## config.mk

```make
export PLATFORM = sky130hd
export DESIGN_NAME = divu_seq
export DESIGN_NICKNAME = d
export VERILOG_FILES = /design/src/rtl/divu_pkg.sv /design/src/rtl/divu_sign_fix.sv /design/src/rtl/divu_seq.sv
export SDC_FILE = /design/constraint.sdc
export NUM_CORES = 1
export LEC_CHECK = 0
export BUFFER_PORTS_ARGS = -buffer_cell sky130_fd_sc_hd__buf_2
export CAP_MARGIN = 10
export CORE_ASPECT_RATIO = 1.1
export CORE_MARGIN = 5
export CORE_UTILIZATION = 41
export DETAILED_ROUTE_END_ITERATION = 6
export PLACE_DENSITY = 0.67
export SYNTH_ARGS = -nofsm -noshare
export SYNTH_HDL_FRONTEND = slang
export SYNTH_SLANG_ARGS = --single-unit
export TNS_END_PERCENT = 5
```

## constraint.sdc

```tcl
create_clock -name clk -period 2.74 [get_ports clk]
set_input_delay 0.548 -clock clk [delete_from_list [all_inputs] [get_ports clk]]
set_output_delay 0.548 -clock clk [all_outputs]
set_load 0.01 [all_outputs]
```

## src/rtl/divu_pkg.sv

```systemverilog
`default_nettype none
// ============================================================================
//  Module      : divu_pkg
//  Description : Shared constants and state encoding for the iterative
//                unsigned/signed divider sequencer (divu_seq).
//  Revision    : 1.0  initial release
// ============================================================================
package divu_pkg;

    localparam int unsigned WIDTH   = 32;
    localparam int unsigned COUNT_W = 5;

    // Quotient reported on a zero divisor (all ones, i.e. -1)
    localparam logic [WIDTH-1:0] DIV0_QUOTIENT = 32'hFFFF_FFFF;

    typedef enum logic [2:0] {
        IDLE  = 3'd0,
        RUN   = 3'd1,
        DONE  = 3'd2,
        SETUP = 3'd3,
        FIXUP = 3'd4
    } state_t;

endpackage : divu_pkg
`default_nettype wire

```

## src/rtl/divu_sign_fix.sv

```systemverilog
`default_nettype none
// ============================================================================
//  Module      : divu_sign_fix
//  Description : Conditional two's-complement negate. Used to take operand
//                magnitudes before a signed divide and to restore the result
//                signs afterwards.
//  Revision    : 1.0  initial release
// ============================================================================
module divu_sign_fix
    import divu_pkg::*;
(
    input  logic [WIDTH-1:0] i_val,
    input  logic             i_neg,
    output logic [WIDTH-1:0] o_val
);

    // Negate when requested, otherwise pass through unchanged
    always_comb begin
        o_val = i_neg ? (~i_val + 1'b1) : i_val;
    end

endmodule : divu_sign_fix
`default_nettype wire

```

## src/rtl/divu_seq.sv

```systemverilog
`default_nettype none
// ============================================================================
//  Module      : divu_seq
//  Description : Iterative 32-bit restoring divider. One quotient bit per
//                cycle; each trial subtraction is performed by the shared
//                external adder/subtractor through the as_* ports.
//                Optional signed support is enabled by defining the macro
//                DIVU_SEQ_SIGNED_EN (adds is_signed and SETUP/FIXUP states).
//  Revision    : 1.0  initial release
// ============================================================================
module divu_seq
    import divu_pkg::*;
(
    input  logic             clk,
    input  logic             reset,
    input  logic             start,
    input  logic [WIDTH-1:0] dividend,
    input  logic [WIDTH-1:0] divisor,
`ifdef DIVU_SEQ_SIGNED_EN
    input  logic             is_signed,
`endif
    output logic             busy,
    output logic             done,
    output logic [WIDTH-1:0] quotient,
    output logic [WIDTH-1:0] remainder,
    output logic             div_by_zero,
    output logic [WIDTH-1:0] as_a,
    output logic [WIDTH-1:0] as_b,
    output logic             as_ctl0,
    output logic             as_ctl1,
    input  logic [WIDTH-1:0] as_out,
    input  logic             as_cout
);

    localparam logic [COUNT_W-1:0] c_last_cnt = COUNT_W'(WIDTH - 1);

    state_t             r_state;
    logic [WIDTH-1:0]   r_d;
    logic [WIDTH-1:0]   r_q;
    logic [WIDTH-1:0]   r_rem;
    logic [COUNT_W-1:0] r_cnt;

    logic [WIDTH-1:0]   w_trial;
    logic               w_take;
    logic [WIDTH-1:0]   w_rem_next;
    logic [WIDTH-1:0]   w_q_next;

`ifdef DIVU_SEQ_SIGNED_EN
    logic               r_signed;
    logic               r_qneg;     // quotient must be negated (signs differ)
    logic               r_rneg;     // dividend negative: remainder negated
    logic               r_dneg;     // divisor negative
    logic               w_in_setup;
    logic               w_neg_a;
    logic               w_neg_b;
    logic [WIDTH-1:0]   w_fix_b_in;
    logic [WIDTH-1:0]   w_fix_a;
    logic [WIDTH-1:0]   w_fix_b;

    // Two shared negators: in SETUP they produce |dividend| and |divisor|,
    // in FIXUP they produce the signed quotient and remainder.
    always_comb begin
        w_in_setup = (r_state == SETUP);
        w_neg_a    = w_in_setup ? r_rneg : r_qneg;
        w_neg_b    = w_in_setup ? r_dneg : r_rneg;
        w_fix_b_in = w_in_setup ? r_d    : r_rem;
    end

    divu_sign_fix u_fix_a (
        .i_val (r_q),
        .i_neg (w_neg_a),
        .o_val (w_fix_a)
    );

    divu_sign_fix u_fix_b (
        .i_val (w_fix_b_in),
        .i_neg (w_neg_b),
        .o_val (w_fix_b)
    );
`endif

    // Trial subtraction drive; idle outside RUN so the shared unit sees zeros
    always_comb begin
        w_trial = {r_rem[WIDTH-2:0], r_q[WIDTH-1]};
        as_a    = '0;
        as_b    = '0;
        as_ctl0 = 1'b0;
        as_ctl1 = 1'b0;
        if (r_state == RUN) begin
            as_a    = w_trial;
            as_b    = r_d;
            as_ctl0 = 1'b1;
        end
    end

    // Restoring step: the old remainder MSB acts as the 33rd bit, so a set
    // MSB guarantees the subtraction succeeds and as_out is exact mod 2^32
    always_comb begin
        w_take     = r_rem[WIDTH-1] | as_cout;
        w_rem_next = w_take ? as_out : w_trial;
        w_q_next   = {r_q[WIDTH-2:0], w_take};
    end

    // Sequencer state, operand registers and registered outputs
    always_ff @(posedge clk) begin
        if (reset) begin
            r_state     <= IDLE;
            r_d         <= '0;
            r_q         <= '0;
            r_rem       <= '0;
            r_cnt       <= '0;
            busy        <= 1'b0;
            done        <= 1'b0;
            quotient    <= '0;
            remainder   <= '0;
            div_by_zero <= 1'b0;
`ifdef DIVU_SEQ_SIGNED_EN
            r_signed    <= 1'b0;
            r_qneg      <= 1'b0;
            r_rneg      <= 1'b0;
            r_dneg      <= 1'b0;
`endif
        end else begin
            done <= 1'b0;
            case (r_state)
                IDLE: begin
                    if (start) begin
                        busy        <= 1'b1;
                        div_by_zero <= 1'b0;
                        if (divisor == '0) begin
                            quotient    <= DIV0_QUOTIENT;
                            remainder   <= dividend;
                            div_by_zero <= 1'b1;
                            done        <= 1'b1;
                            r_state     <= DONE;
                        end else begin
                            r_d   <= divisor;
                            r_q   <= dividend;
                            r_rem <= '0;
                            r_cnt <= '0;
`ifdef DIVU_SEQ_SIGNED_EN
                            r_signed <= is_signed;
                            r_qneg   <= is_signed & (dividend[WIDTH-1] ^ divisor[WIDTH-1]);
                            r_rneg   <= is_signed & dividend[WIDTH-1];
                            r_dneg   <= is_signed & divisor[WIDTH-1];
                            r_state  <= is_signed ? SETUP : RUN;
`else
                            r_state  <= RUN;
`endif
                        end
                    end
                end

                RUN: begin
                    r_rem <= w_rem_next;
                    r_q   <= w_q_next;
                    r_cnt <= r_cnt + 1'b1;
                    if (r_cnt == c_last_cnt) begin
`ifdef DIVU_SEQ_SIGNED_EN
                        if (r_signed) begin
                            r_state <= FIXUP;
                        end else begin
                            quotient  <= w_q_next;
                            remainder <= w_rem_next;
                            done      <= 1'b1;
                            r_state   <= DONE;
                        end
`else
                        quotient  <= w_q_next;
                        remainder <= w_rem_next;
                        done      <= 1'b1;
                        r_state   <= DONE;
`endif
                    end
                end

`ifdef DIVU_SEQ_SIGNED_EN
                SETUP: begin
                    r_q     <= w_fix_a;
                    r_d     <= w_fix_b;
                    r_state <= RUN;
                end

                FIXUP: begin
                    quotient  <= w_fix_a;
                    remainder <= w_fix_b;
                    done      <= 1'b1;
                    r_state   <= DONE;
                end
`endif

                DONE: begin
                    busy    <= 1'b0;
                    r_state <= IDLE;
                end

                default: begin
                    busy    <= 1'b0;
                    r_state <= IDLE;
                end
            endcase
        end
    end

endmodule : divu_seq
`default_nettype wire
```

==> results.ini <==
[run_status]
status=finished, final reports clean

[logic_synthesis]
synth_top_family_by_area=simple AND/OR/NAND/NOR gates
ys_ff_latch=170
synth.distinct_cells=30
syn_avg_cell_area_um2=8.25
syn_inst=876
synth-compound-area-share=0.147
yosysWarnings=0
synth_xor_area_frac=0.00242
synth.yosys.seq_area_share=0.471
synth_area_um2=7230
synth-simple-area-share=0.238
synth-edff-count=0
muxShareOfSynthArea=0.0900
synth_fa_ha_area_frac=0.00346
synth_flop_cell=dfxtp_1
synthesis.nets=978
ys_async_sr_fraction=0

[timing]
slew_headroom=0.505
final_hold_viol_count=0
post-route-min-period_ps=2300
max_clock_freq_ghz=0.434
post-route-period-util=0.840
final_max_slew_viol_count=0
final.setup.tns_ps=0
rsz0062_at_grt=false
final.setup_skew_ps=12.0
worstMarginPinSlew_ps=742
setup_viol=0

[global_routing]
gr-usage-met2=0.297
grt_pass1_wl_mm=32.1
first_global_vias=6239
grt_usage=0.197
gr-total-overflow=0
grt_busiest_layer=met2
grt.met1_usage=0.262
met3_usage=0.0695
grt_start_max_net_pins=162
antenna_found_initial=4

[layout]
area_delta_synth_final_pct=27.5
final_cell_mix=buf_2 (230), nor2_1 (198), dfxtp_1 (170), nand2_1 (69), a21oi_1 (68)
nets=1171
regArea_um2=3400
multiInputGateArea_um2=3510
insertedDiodeCount=0
layout_commonest_cell=buf_2
stdcell_area_um2=9220
drive_gt1_frac=0.266
n_fill_cell=1675

[clock_network]
cts.sinks=170
cts_buffer_depth=2
clk_latency_ps=420
numCtsBuffers=17
cts_tree=built
clk_pin_slew_ps=70
ctsResizeCount=0
root_buffer=clkbuf_16
post_cts_buffers=0
hold_buffers=0
h-tree-depth=4

[pwr]
p_sw_frac=0.263
clkPwrFrac=0.420
p_sw_w=0.00147
p_leak_nw=4.24
ir_worst_vdd_uv=411
p_per_area_nw_per_um2=604
pwr-share-seq=0.474
intPower_w=0.00410
p_comb_frac=0.107

[detailed_routing]
ant_nets=0
drc=0
drt-total-wl_mm=20.6
via_per_inst=5.06
drtIter0Drc=395
routedWlPerCell_um=15.6
dr_total_vias=6675
drt_pass1_iterations=5

[setup_path]
cp_max_fo=48
critical_path_class=flop to primary output
cp_data_arrival_time_ps=1750
crit_path_end_kind=primary output
crit_required_ps=2190
cp-start-kind=flop

[floorplanning]
coreArea_um2=17500
die_area_um2=20400
pin_count=233
num_rows=51
dieWidth_um=137
fp.dieH_um=149
initial_utilization=0.412

[hold_path]
min_path_type=input port to flop

[placed_design]
place_congestion=0.868
io_buffers=231
dpl_cell_area_um2=8640
post-dp-hpwl_mm=14.4

[job]
maxCapViolCount=0

stage by stage:
step	power [W]	util	hold slack [ps]	setup slack [ps]	std cells
finish	0.00557	0.525	346	437	1320
detailed placement	0.00329	0.492	475	299	1288
global route	0.00582	0.525	332	340	1320
global placement	0.00328	0.492	458	347	1288
CTS	0.00563	0.525	327	420	1320
floorplan	0.00306	-	452	665	876
path summary, 6_finish.rpt:
path,startpoint,slack (ps),cells after the start,to
hold reg to reg,r_cnt[4],490,2,r_cnt[4]
setup / recovery,r_state[1],440,5,as_a[28]
hold / removal,reset,350,2,done
setup reg to reg,r_cnt[0],860,9,remainder[22]
layout make-up:
cell class,count,area share
Sequential cell,170,0.369
Multi-Input combinational cell,628,0.381
Clock buffer,18,0.0477
Timing Repair Buffer,249,0.154
Inverter,3,0.00122
Tap cell,238,0.0323
Clock inverter,14,0.0147
cells in the mapped netlist, types with 2 or more instances:
| library cell | number | area, um^2 |
|---|---|---|
| nor2_1 | 199 | 747 |
| dfxtp_1 | 170 | 3400 |
| nand2_1 | 69 | 259 |
| a21oi_1 | 68 | 340 |
| and2_1 | 65 | 407 |
| mux2i_1 | 65 | 651 |
| a211oi_1 | 63 | 473 |
| clkbuf_1 | 49 | 184 |
| nor3_1 | 36 | 180 |
| a31oi_1 | 32 | 200 |
| buf_2 | 13 | 65.1 |
| buf_4 | 8 | 60.1 |
| nor4_1 | 8 | 50.1 |
| buf_1 | 4 | 15.0 |
| nand3_1 | 3 | 15.0 |
| nand4_1 | 3 | 18.8 |
| nor2b_1 | 3 | 18.8 |
| ha_1 | 2 | 25.0 |
| inv_1 | 2 | 7.51 |
| nand2b_1 | 2 | 12.5 |
| o21ai_2 | 2 | 17.5 |
| xor2_1 | 2 | 17.5 |
metal layers:
| metal | routed length, um | vias up | part of all wire |
|---|---|---|---|
| met3 | 1610 | 43 | 0.078 |
| li1 | - | 3378 | - |
| met2 | 9210 | 213 | 0.45 |
| met1 | 9210 | 3033 | 0.45 |
| met5 | 40 | - | 0.0019 |
| met4 | 511 | 8 | 0.025 |
worst max-delay path: stages (launching register included):
cell and delay (ps):
dfxtp_1 420, nand2b_4 180, clkinv_1 70, buf_4 250, and2_1 230, buf_2 140
cells by family (layout without fill, tap and decap cells):
logic type      after synthesis  in the layout
compound gates              168            168
xor+xnor                      2              2
flops                       170            170
simple gates                390            390
other cells                   1              1
mux                          65             65
fa+ha+maj                     2              2
buf+inv                      78            284
sequential cells by signal, indices dropped and copies added (netlist names):
register / flops
div_by_zero: 1
busy: 1
r_cnt: 5
remainder: 32
r_q: 32
r_rem: 32
quotient: 32
r_state: 2
done: 1
r_d: 32
power by group through the flow:
stage               Combinational (W)  Clock, W  Sequential, W
floorplan                    0.000393         0        0.00267
global placement             0.000591         0        0.00269
detailed placement           0.000595         0        0.00269
CTS                          0.000597   0.00239        0.00264
global route                 0.000661   0.00251        0.00265
finish                       0.000595   0.00234        0.00264
No activity file was read; power rests on OpenSTA's default activity.
